$ cat src/rtl/sram_controller.sv
// Sequences one 32-bit MEM-stage load or store as two 16-bit accesses to an
// asynchronous SRAM, holding ready low until the word is complete.
`timescale 1ns/1ps

module sram_controller #(
  parameter logic [31:0] ADDR_BASE     = 32'd1024,
  parameter int          SRAM_AW       = 18,
  parameter int          ACCESS_CYCLES = 2
) (
  input  logic               clk,
  input  logic               rst,
  input  logic               rd_en,
  input  logic               wr_en,
  input  logic [31:0]        address,
  input  logic [31:0]        write_data,
  output logic [31:0]        read_data,
  output logic               ready,
  output logic [SRAM_AW-1:0] sram_addr,
  output logic               sram_we_n,
  output logic               sram_dq_oe,
  output logic [15:0]        sram_dq_out,
  input  logic [15:0]        sram_dq_in
);

  localparam int CW = (ACCESS_CYCLES > 1) ? $clog2(ACCESS_CYCLES) : 1;
  localparam logic [CW-1:0] CNT_LAST = CW'(ACCESS_CYCLES - 1);

  typedef enum logic [1:0] {
    IDLE = 2'd0,
    PH0  = 2'd1,
    PH1  = 2'd2,
    DONE = 2'd3
  } state_t;

  state_t               state_q, state_d;
  logic [CW-1:0]        cnt_q, cnt_d;
  logic                 op_wr_q, op_wr_d;
  logic [SRAM_AW-2:0]   word_q, word_d;
  logic [31:0]          data_q, data_d;
  logic [31:0]          read_data_q, read_data_d;
  logic [SRAM_AW-1:0]   sram_addr_q, sram_addr_d;
  logic                 sram_we_n_q, sram_we_n_d;
  logic                 sram_dq_oe_q, sram_dq_oe_d;
  logic [15:0]          sram_dq_out_q, sram_dq_out_d;

  logic [31:0]          offset_s;
  logic                 req_s;
  logic                 last_s;
  logic                 unused_offset_s;

  // Only the word index survives; byte-lane bits and bits above the SRAM are dropped.
  assign offset_s        = address - ADDR_BASE;
  assign unused_offset_s = ^{offset_s[31:SRAM_AW+1], offset_s[1:0]};
  assign req_s           = rd_en | wr_en;
  assign last_s          = (cnt_q == CNT_LAST);

  // Next-state, phase counter, request latch and read-data capture.
  always_comb begin
    state_d     = state_q;
    cnt_d       = cnt_q;
    op_wr_d     = op_wr_q;
    word_d      = word_q;
    data_d      = data_q;
    read_data_d = read_data_q;
    case (state_q)
      IDLE: begin
        if (req_s) begin
          state_d = PH0;
          cnt_d   = {CW{1'b0}};
          op_wr_d = wr_en;
          word_d  = offset_s[SRAM_AW:2];
          data_d  = write_data;
        end else begin
          state_d = IDLE;
        end
      end
      PH0: begin
        if (last_s) begin
          state_d = PH1;
          cnt_d   = {CW{1'b0}};
          if (!op_wr_q) begin
            read_data_d[15:0] = sram_dq_in;
          end else begin
            read_data_d = read_data_q;
          end
        end else begin
          cnt_d = cnt_q + CW'(1);
        end
      end
      PH1: begin
        if (last_s) begin
          state_d = DONE;
          cnt_d   = {CW{1'b0}};
          if (!op_wr_q) begin
            read_data_d[31:16] = sram_dq_in;
          end else begin
            read_data_d = read_data_q;
          end
        end else begin
          cnt_d = cnt_q + CW'(1);
        end
      end
      DONE: begin
        state_d = IDLE;
      end
      default: begin
        state_d = IDLE;
        cnt_d   = {CW{1'b0}};
      end
    endcase
  end

  // SRAM pins are decoded from the upcoming state so the flops present them in that state.
  always_comb begin
    sram_addr_d   = {SRAM_AW{1'b0}};
    sram_we_n_d   = 1'b1;
    sram_dq_oe_d  = 1'b0;
    sram_dq_out_d = 16'd0;
    case (state_d)
      PH0: begin
        sram_addr_d   = {word_d, 1'b0};
        sram_we_n_d   = ~op_wr_d;
        sram_dq_oe_d  = op_wr_d;
        sram_dq_out_d = op_wr_d ? data_d[15:0] : 16'd0;
      end
      PH1: begin
        sram_addr_d   = {word_d, 1'b1};
        sram_we_n_d   = ~op_wr_d;
        sram_dq_oe_d  = op_wr_d;
        sram_dq_out_d = op_wr_d ? data_d[31:16] : 16'd0;
      end
      default: begin
        sram_addr_d   = {SRAM_AW{1'b0}};
        sram_we_n_d   = 1'b1;
        sram_dq_oe_d  = 1'b0;
        sram_dq_out_d = 16'd0;
      end
    endcase
  end

  // Freeze the pipeline from the request cycle until the DONE cycle.
  always_comb begin
    case (state_q)
      IDLE:    ready = ~req_s;
      DONE:    ready = 1'b1;
      default: ready = 1'b0;
    endcase
  end

  // State and registered outputs; reset abandons any transaction in flight.
  always_ff @(posedge clk) begin
    if (rst) begin
      state_q       <= IDLE;
      cnt_q         <= {CW{1'b0}};
      op_wr_q       <= 1'b0;
      word_q        <= {(SRAM_AW-1){1'b0}};
      data_q        <= 32'd0;
      read_data_q   <= 32'd0;
      sram_addr_q   <= {SRAM_AW{1'b0}};
      sram_we_n_q   <= 1'b1;
      sram_dq_oe_q  <= 1'b0;
      sram_dq_out_q <= 16'd0;
    end else begin
      state_q       <= state_d;
      cnt_q         <= cnt_d;
      op_wr_q       <= op_wr_d;
      word_q        <= word_d;
      data_q        <= data_d;
      read_data_q   <= read_data_d;
      sram_addr_q   <= sram_addr_d;
      sram_we_n_q   <= sram_we_n_d;
      sram_dq_oe_q  <= sram_dq_oe_d;
      sram_dq_out_q <= sram_dq_out_d;
    end
  end

  assign read_data   = read_data_q;
  assign sram_addr   = sram_addr_q;
  assign sram_we_n   = sram_we_n_q;
  assign sram_dq_oe  = sram_dq_oe_q;
  assign sram_dq_out = sram_dq_out_q;

endmodule

$ cat config.mk
export PLATFORM = sky130hd
export DESIGN_NAME = sram_controller
export DESIGN_NICKNAME = d
export VERILOG_FILES = /design/src/rtl/sram_controller.sv
export SDC_FILE = /design/constraint.sdc
export NUM_CORES = 1
export LEC_CHECK = 0
export BUFFER_PORTS_ARGS = -buffer_cell sky130_fd_sc_hd__buf_2
export CAP_MARGIN = 40
export CORE_MARGIN = 2
export CORE_UTILIZATION = 41
export DETAILED_ROUTE_END_ITERATION = 12
export PLACE_DENSITY = 0.67
export SETUP_SLACK_MARGIN = 0.1
export SLEW_MARGIN = 20
export SYNTH_ARGS = -nofsm -noshare
export SYNTH_HDL_FRONTEND = slang
export SYNTH_SLANG_ARGS = --single-unit
$ cat constraint.sdc
create_clock -name clk -period 3 [get_ports clk]
set_input_delay 0.15 -clock clk [delete_from_list [all_inputs] [get_ports clk]]
set_output_delay 0.15 -clock clk [all_outputs]
set_load 0.005 [all_outputs]
==> results.md <==
- Fin crit period: 2.590 ns
- Slew HR: 0.4525
- Clk pwr share: 0.507
- Synth top area share: 0.5228
- Final setup vio count: 0
- Drt drc: 0
- Worst skew pair latency: 0.41 ns
- Die Y: 110.3 µm
- Post-CTS Resized: 0
- Area growth, synth to finish: 37.05%
- WL final: 11.66 mm
- Power per standard cell area: 682.9 mW/mm²
- Area leader, netlist: dfxtp_1
- Post-synthesis mux area share: 0.01944
- Largest net degree at the start of global routing: 65
- Setup TNS: 0 ns
- Ant. Diodes: 0
- 1st-pass router iterations: 5
- Hold Crit Class: input pin to flip-flop
- Max-slew violations: 0
- Placer Congestion: 0.7816
- Fin. Hold Viols: 0
- Die W: 110.3 µm
- Xor and xnor area share after synthesis: 0.009452
- Worst vdd ir: 474.4 µV
- Sequential Power Share: 0.397
- Root buf cell: clkbuf_16
- Crit share post-route: 0.8632
- Simple-Gate Fraction of Synth Area: 0.2220
- Top post-synthesis cells by area: dfxtp_1 52%, nand2_1 8.2%, a21oi_1 7.6%
- Register bit total from synthesis: 121
- Worst-Margin Slew: 0.8213 ns
- EDFF count, synth: 0
- Post-synth top cells: 121 x dfxtp_1, 101 x nand2_1, 70 x a21oi_1
- Pleak: 2.754 nW
- Clk sinks: 121
- Clk slew on worst S/H paths: 0.05 ns
- RSZ-0062 raised after global routing: false
- Netlist cell types: 31
- Clk buf depth: 2
- GRT Residual Overflow: 0
- WP data arrival: 2.90 ns
- Worst-case clock skew: 0.006343 ns
- Max Freq: 386.2 MHz
- Io pins: 153
- Worst endpoint required time: 3.31 ns
- Syn Nets: 633
- Synthesized area: 0.004633 mm²
- Post-Syn Area per Cell: 8.596 µm²
- I/O Buffers: 137
- Crit. End Element: flip-flop
- Logic pwr share: 0.096
- Vias in the first global route: 3974
- Rows: 38
- Maxcap violations: 0
- Switching Fraction: 0.2194
- H-tree levels: 4
- Die ar.: 0.01217 mm²
- Status: finished, final reports clean
- Core footprint: 0.01094 mm²
- FILL cells: 1008
- First-pass GRT wire length: 18.42 mm
- Pwr Total: 4.336 mW
- Top FF cell, synth: dfxtp_1
- Post-synth ARST share: 0
- P_sw: 951.3 µW
- Num CTS Buffers: 17
- Via Count: 4204
- P_int: 3.385 mW
- Post-DRT Antenna Nets: 0
- Synth Area in Adders: 0.02701
- Global-route usage over all layers: 0.1969
- Final HPWL DP: 7.437 mm
- Crit Path Class: flip-flop to flip-flop
- Synthesis Warnings: 0
- Initial antenna violation count: 0
- Worst Setup Start Kind: flip-flop
- Final Cell Area: 0.006350 mm²
- Routed len/inst: 13.87 µm
- Main combinational cell family by area after synthesis: simple AND/OR/NAND/NOR gates
- Vias per cell: 4.999
- Placed Area: 0.005429 mm²
- Initial DRC Count: 211
- Register area share after synthesis: 0.5228
- Most common cell in the netlist: dfxtp_1
- Syn Inst Count: 539
- Compound-cell area share of the yosys netlist: 0.1553
- Share of layout cells above drive strength 1: 0.2796
- Critical Path Fanout Max: 18
- Final #Nets: 782
- Initial Util: 0.4237
- CTS tree: yes
-- per-stage QoR --
step	utilization	cells	hold WS (ns)	worst slack (ns)
floorplan	-	539	0.2860	0.2892
global route	0.5807	841	0.008124	0.2221
detailed placement	0.4965	782	0.4106	0.4246
CTS	0.5807	841	0.0003998	0.4102
finish	0.5807	841	0.01396	0.4104
global placement	0.4939	781	0.4006	0.5253
-- final timing paths --
path / from / end / slack (ns) / depth (start not counted)
hold reg to reg: read_data[13] / read_data[13] / 0.45 / 2
setup reg to reg: state_q[0] / sram_dq_out[3] / 0.41 / 7
hold / removal: address[4] / word_q[2] / 0.01 / 3
setup / recovery: state_q[0] / sram_dq_out[3] / 0.41 / 7
-- cell families after synthesis --
family | Yosys count
simple gates | 226
flops | 121
compound gates | 117
buf+inv | 51
fa+ha+maj | 10
mux | 9
xor+xnor | 5
-- state kept, by name, summed over array words and instances, names as in the netlist --
register / flops
data_q: 32
read_data: 32
sram_addr: 18
word_q: 17
sram_dq_out: 16
state_q: 2
cnt_q: 1
op_wr_q: 1
sram_dq_oe: 1
sram_we_n: 1
-- power groups by stage --
stage | Sequential, mW | Combinational, mW | Clock (mW)
6_report | 1.72 | 0.417 | 2.20
5_1_grt | 1.73 | 0.469 | 2.31
4_1_cts | 1.72 | 0.418 | 2.24
3_5_place_dp | 1.75 | 0.390 | 0
3_3_place_gp | 1.75 | 0.374 | 0
2_1_floorplan | 1.75 | 0.238 | 0
-- cell usage in the layout, fill, tap and decap left out, types with 9 or more instances in the layout --
master | synthesis | final
buf_2 | 10 | 137
dfxtp_1 | 121 | 121
nand2_1 | 101 | 101
a21oi_1 | 70 | 70
nand3_1 | 51 | 51
nor2_1 | 41 | 41
dlygate4sd3_1 | 0 | 27
clkbuf_16 | 0 | 17
nand3b_1 | 16 | 16
a21bo_2 | 16 | 16
a31oi_1 | 16 | 16
ha_1 | 10 | 10
inv_1 | 9 | 9
mux2i_1 | 9 | 9
-- repair_timing --
item | in CTS | in global routing
hold buffers | 27 | 0
buffers inserted | 0 | 0
endpoints found under the hold margin | 29 | 0
-- area by class of cell --
cell class	count	area [µm²]	share of cell area
well taps	140	175.2	0.02759
clock inverters	7	135.1	0.02128
multi-input cells	367	2019	0.3180
flip-flops and latches	121	2422	0.3815
clock buffers	25	515.5	0.08118
inverters	9	33.78	0.005320
repair buffers	172	1049	0.1651
-- metal layers --
metal  wire length [µm]  vias to the layer above  global-route usage
met4                129                        0             0.08482
met5                  0                        -                   0
met2               5735                      108              0.3212
li1                   -                     2126                   -
met3                729                       12             0.06996
met1               5069                     1958              0.2343
-- critical path: stages (launching register included) --
cell,delay [ns]
dfxtp_1,0.40
inv_1,0.11
ha_1,0.33
o31a_1,0.39
ha_1,0.30
nor2_1,0.17
nand2b_1,0.46
a31oi_1,0.33
(Power assumes the default switching activity.)
